$ cat src/rtl/ll_walk_gen.sv
// ll_walk_gen: linked-list walker with a run-time programmable next-pointer table.
//
// A start pointer is accepted over start_vld/start_rdy. The walker emits the
// start pointer and every pointer reached through the next-table on the
// out_ptr valid/ready stream, flagging the final beat with out_last. A walk
// ends on NULL_PTR, on an out-of-range pointer (emitted as a terminal beat),
// or after MAX_HOPS beats, in which case sticky err_loop is raised.
//
// Ports:
//   clk, rst            clock (rising edge), async active-low reset
//   cfg_we/addr/next    next-table write port, any state, read-before-write
//   start_ptr/vld/rdy   walk request handshake
//   out_ptr/vld/rdy     visited-pointer stream, out_last marks final beat
//   busy                walk in progress
//   err_loop, err_clr   sticky loop-abort flag and its synchronous clear
module ll_walk_gen #(
  parameter int unsigned      PTR_W    = 8,
  parameter int unsigned      DEPTH    = 16,
  parameter int unsigned      AW       = $clog2(DEPTH),
  parameter int unsigned      MAX_HOPS = DEPTH,
  parameter logic [PTR_W-1:0] NULL_PTR = {PTR_W{1'b1}}
) (
  input  logic             clk,
  input  logic             rst,
  input  logic             cfg_we,
  input  logic [AW-1:0]    cfg_addr,
  input  logic [PTR_W-1:0] cfg_next,
  input  logic [PTR_W-1:0] start_ptr,
  input  logic             start_vld,
  output logic             start_rdy,
  output logic [PTR_W-1:0] out_ptr,
  output logic             out_ptr_vld,
  input  logic             out_ptr_rdy,
  output logic             out_last,
  output logic             busy,
  output logic             err_loop,
  input  logic             err_clr
);

  localparam int unsigned     HW       = $clog2(MAX_HOPS + 1);
  localparam logic [HW-1:0]   LAST_HOP = HW'(MAX_HOPS - 1);

  typedef enum logic {IDLE, WALK} state_t;

  state_t           r_state;
  state_t           w_state_nxt;
  logic [PTR_W-1:0] r_cur;
  logic [HW-1:0]    r_hop;
  logic             r_err;
  logic [PTR_W-1:0] r_tbl [DEPTH];

  logic             w_in_range;
  logic [PTR_W-1:0] w_nxt;
  logic             w_hop_last;
  logic             w_start_walk;
  logic             w_out_fire;
  logic             w_loop_abort;

  // Pointers at or above DEPTH have no table entry; they terminate the walk.
  assign w_in_range   = (r_cur[PTR_W-1:AW] == '0);
  assign w_nxt        = w_in_range ? r_tbl[r_cur[AW-1:0]] : NULL_PTR;
  assign w_hop_last   = (r_hop == LAST_HOP);
  assign w_start_walk = (r_state == IDLE) && start_vld && (start_ptr != NULL_PTR);
  assign w_out_fire   = (r_state == WALK) && out_ptr_rdy;
  // Cut by the hop limit while the list still continues.
  assign w_loop_abort = w_out_fire && w_hop_last && (w_nxt != NULL_PTR);
  assign err_loop     = r_err;

  always_ff @(posedge clk or negedge rst) begin
    if (!rst) begin
      r_state <= IDLE;
    end else begin
      r_state <= w_state_nxt;
    end
  end

  always_comb begin
    w_state_nxt = r_state;
    start_rdy   = 1'b0;
    out_ptr_vld = 1'b0;
    out_ptr     = '0;
    out_last    = 1'b0;
    busy        = 1'b0;
    unique case (r_state)
      IDLE: begin
        // Held low while in reset so no start is seen as accepted.
        start_rdy = rst;
        // A NULL start is consumed but keeps the walker idle.
        if (w_start_walk) begin
          w_state_nxt = WALK;
        end
      end
      WALK: begin
        busy        = 1'b1;
        out_ptr_vld = 1'b1;
        out_ptr     = r_cur;
        out_last    = (w_nxt == NULL_PTR) || w_hop_last;
        if (out_ptr_rdy && out_last) begin
          w_state_nxt = IDLE;
        end
      end
      default: w_state_nxt = IDLE;
    endcase
  end

  always_ff @(posedge clk or negedge rst) begin
    if (!rst) begin
      r_cur <= '0;
      r_hop <= '0;
      r_err <= 1'b0;
      for (int unsigned i = 0; i < DEPTH; i++) begin
        r_tbl[i] <= NULL_PTR;
      end
    end else begin
      // The lookup above reads the registered entry, so a same-cycle write
      // to the entry being followed only affects later lookups.
      if (cfg_we) begin
        r_tbl[cfg_addr] <= cfg_next;
      end

      if (w_start_walk) begin
        r_cur <= start_ptr;
        r_hop <= '0;
      end else if (w_out_fire && !out_last) begin
        r_cur <= w_nxt;
        r_hop <= r_hop + 1'b1;
      end

      if (err_clr) begin
        r_err <= 1'b0;
      end else if (w_loop_abort) begin
        r_err <= 1'b1;
      end
    end
  end

endmodule

$ cat config.mk
export PLATFORM = sky130hd
export DESIGN_NAME = ll_walk_gen
export DESIGN_NICKNAME = d
export VERILOG_FILES = /design/src/rtl/ll_walk_gen.sv
export SDC_FILE = /design/constraint.sdc
export NUM_CORES = 1
export LEC_CHECK = 0
export CAP_MARGIN = 25
export CORE_ASPECT_RATIO = 1.1
export CORE_UTILIZATION = 39
export CTS_CLUSTER_SIZE = 10
export DETAILED_ROUTE_END_ITERATION = 6
export PLACE_DENSITY = 0.64
export REMOVE_ABC_BUFFERS = 1
export SLEW_MARGIN = 20
export SYNTH_ARGS = -nofsm -noshare
export SYNTH_HDL_FRONTEND = slang
export SYNTH_SLANG_ARGS = --single-unit
export TNS_END_PERCENT = 10
$ cat constraint.sdc
create_clock -name clk -period 7.05 [get_ports clk]
set_input_delay 2.115 -clock clk [delete_from_list [all_inputs] [get_ports clk]]
set_output_delay 2.115 -clock clk [all_outputs]
set_load 0.03 [all_outputs]
==> results.py, run 1 <==
metrics = {
    "yosys": {
        "yosysSeqAreaShare_pct": 53.5,
        "ys_types": 46,
        "synthCells": 471,
        "async_flop_share_pct": 100,
        "yosysTopAreaCellShare_pct": 48.2,
        "syn-cell-area_um2": 6980,
        "synth_area_leaders": "dfstp_2, mux2_2, mux4_2",
        "synth_edf_count": 0,
        "synth_area_per_cell_um2": 14.8,
        "yosysWarningCount": 0,
        "synth_top_area_cell": "dfstp_2",
        "ys_seq_elements": 143,
        "synthFlopType": "dfstp_2",
    },
    "clock_tree": {
        "cts-root-buf": "clkbuf_16",
        "cts_resized": 0,
        "htree_levels": 4,
        "cts.path.max_buffers": 2,
        "cts_setup_buffers": 0,
        "cts_made_buffers": 17,
        "cts_tree": "done",
        "clk_latency_ns": 0.43,
        "cts_hold_buf": 0,
        "cts_num_sinks": 143,
        "clk_pin_slew_ns": 0.06,
    },
    "grt": {
        "grt_pass1_wl_mm": 24.9,
        "met3_usage_pct": 3.46,
        "grt_use_met1_pct": 24.7,
        "grt_use_total_pct": 18.6,
        "antenna_found_initial": 0,
        "grtUsageMet2_pct": 29.6,
        "grt_busiest_layer": "met2",
        "grt_pass1_vias": 4346,
        "overflow": 0,
        "grt_max_degree": 76,
    },
    "timing": {
        "post-route-period-util_pct": 86.6,
        "fmax_mhz": 164,
        "tns_ns": 0,
        "period_minus_slack_ns": 6.11,
        "report.final.slew_viol_count": 0,
        "rsz0062_at_grt": "false",
        "fin_ws_ns": 0.945,
        "skew_ns": 0.00686,
        "slew_headroom_pct": 29.8,
        "hold_viol": 0,
        "worstMarginPinSlew_ns": 1.05,
        "finalSetupViolations": 0,
    },
    "final_layout": {
        "final_layout_size_suffix_gt1_share_pct": 63.0,
        "area_growth_pct": 17.0,
        "fin_util_pct": 47.3,
        "fin_nets": 534,
        "n_antenna_cell": 0,
        "stdcell_count": 753,
    },
    "pwr": {
        "switchingPower_uw": 783,
        "finalPower_mw": 2.90,
        "pwr-share-comb_pct": 24.4,
        "power_density_nw_per_um2": 355,
        "intPower_mw": 2.12,
        "switching_share_pct": 27.0,
        "seqPwrFrac_pct": 43.8,
        "p_clk_share_pct": 31.8,
        "p_leak_nw": 3.15,
        "ir_worst_vdd_mv": 0.202,
    },
    "floorplan": {
        "rows": 50,
        "die_h_um": 142,
        "initial_utilization_pct": 40.4,
        "core_um2": 17300,
        "die_area_um2": 18400,
        "pin_count": 39,
        "fp.dieW_um": 130,
    },
    "critical_path": {
        "crit_family": "multiplexers",
        "path_buf_inv": 2,
        "slowest_delay_ns": 0.77,
        "cpMaxStageDelayCell": "dfrtp_1",
        "arrival_ns": 3.99,
        "path_class": "register to output pin",
        "setup.worst_path.start_class": "register",
        "cp.required_ns": 4.93,
        "crit_chain": "buf_4, mux4_1, mux4_2, o21ai_2, a2111oi_4, nand2b_1, o21a_1, clkdlybuf4s50_1",
        "crit_fanout": 17,
        "worstSetupEndpointType": "output pin",
    },
    "routing": {
        "viasPerCell": 5.42,
        "drtPass1Iterations": 4,
        "drt.antenna.violating_nets": 0,
        "wl_per_cell_um": 20.8,
        "drcViolationCount": 0,
        "routed_wl_mm": 15.6,
        "first_iter_violations": 161,
        "via_count": 4079,
    },
    "place": {
        "io_buffers": 38,
        "globalplace.congestion": 0.914,
        "dp_hpwl_mm": 10.3,
        "dp_cells": 719,
        "post-place-ws_ns": 1.23,
    },
    "run_status": {
        "status": "finished, final reports clean",
    },
    "hold_path": {
        "hold_class": "register to register",
    },
    "flow_run": {
        "maxCapViolCount": 0,
    },
}
[metrics by stage]
stage,area (um^2),hold WS (ns)
after floorplan,6810,0.474
after global placement,7520,0.507
after detailed placement,7520,0.523
after CTS,8140,0.538
after global routing,8170,0.565
final,8170,0.534
[kinds of logic (layout without fill, tap and decap cells)]
group	after synthesis	after routing	share of synthesized area (%)
buffers and inverters	35	83	2.79
multiplexers	175	175	33.6
AO/OA/AOI/OAI	37	37	3.91
adder cells (fa/ha/maj)	2	2	0.358
flip-flops	143	143	53.5
AND/OR/NAND/NOR	79	79	5.86
[area by class of cell]
cell class	count	area, um^2
well taps	234	293
clock inverters	11	135
flip-flops and latches	143	3740
fillers	1534	9090
inverters	6	22.5
repair buffers	45	450
multi-input cells	293	3050
clock buffers	21	482
[flip-flops by register name, summed over array words and instances (netlist names)]
register and flops:
r_hop 5, err_loop 1, r_tbl 128, r_cur 8, r_state 1
[path summary, 6_finish.rpt]
path                       cells after the start       end     start  slack, ns
max in group asynchronous                      3  r_cur[2]       rst       3.60
min in group asynchronous                      2  r_hop[4]       rst       1.91
min                                            2  err_loop  err_loop       0.53
max                                            8  out_last  r_cur[0]       0.94
min reg2reg                                    2  err_loop  err_loop       0.53
max reg2reg                                    7  r_cur[0]  r_cur[0]       3.64
[power by group through the flow]
stage	logic, mW	registers (mW)	clock network (mW)
3_3_place_gp	0.667	1.29	0
5_1_grt	0.757	1.30	0.977
6_report	0.708	1.27	0.925
4_1_cts	0.688	1.29	0.943
2_1_floorplan	0.489	1.25	0
3_5_place_dp	0.685	1.30	0
[Yosys cell counts, types with 3 or more instances]
| cell | instances |
|---|---|
| inv_1 | 6 |
| nor2b_1 | 7 |
| and2_1 | 8 |
| nand2b_1 | 8 |
| a22oi_1 | 3 |
| nor2_1 | 24 |
| buf_6 | 3 |
| clkbuf_1 | 16 |
| nand2_1 | 9 |
| o22ai_1 | 5 |
| dfrtp_1 | 15 |
| mux4_2 | 24 |
| mux2i_1 | 14 |
| a21oi_1 | 9 |
| o21ai_0 | 3 |
| mux4_1 | 8 |
| o31ai_1 | 3 |
| mux2_2 | 129 |
| nand3_1 | 8 |
| dfstp_2 | 128 |
| buf_4 | 6 |
[worst min-delay path, stage by stage, from the launching register on]
cell and delay, ns:
dfrtp_1 0.37, inv_1 0.05, o22ai_1 0.06
[metal layers]
metal | wire length, um | share of wire [%]
met2 | 7630 | 49
met4 | 329 | 2.1
met1 | 7210 | 46
met3 | 477 | 3.0
met5 | 0 | 0
[cells in the final DEF (no fill, tap or decap), types with 8 or more instances in the layout]
cell type / instances
mux2_2: 129
dfstp_2: 128
clkdlybuf4s50_1: 37
nor2_1: 24
mux4_2: 24
clkbuf_16: 18
mux2i_1: 14
dfrtp_1: 13
nand2_1: 9
a21oi_1: 9
and2_1: 8
mux4_1: 8
nand2b_1: 8
nand3_1: 8
Power figures use the tool's default switching activity.
==> run 2, diff against run 1 <==
--- a/config.mk
+++ b/config.mk
@@ -8,6 +8,7 @@
 export CAP_MARGIN = 25
 export CORE_ASPECT_RATIO = 1.1
 export CORE_UTILIZATION = 39
+export CTS_CLUSTER_DIAMETER = 200
 export CTS_CLUSTER_SIZE = 10
 export DETAILED_ROUTE_END_ITERATION = 6
 export PLACE_DENSITY = 0.64
==> results of run 2 <==
Final layout, timing and power as in run 1 (identical DEF).
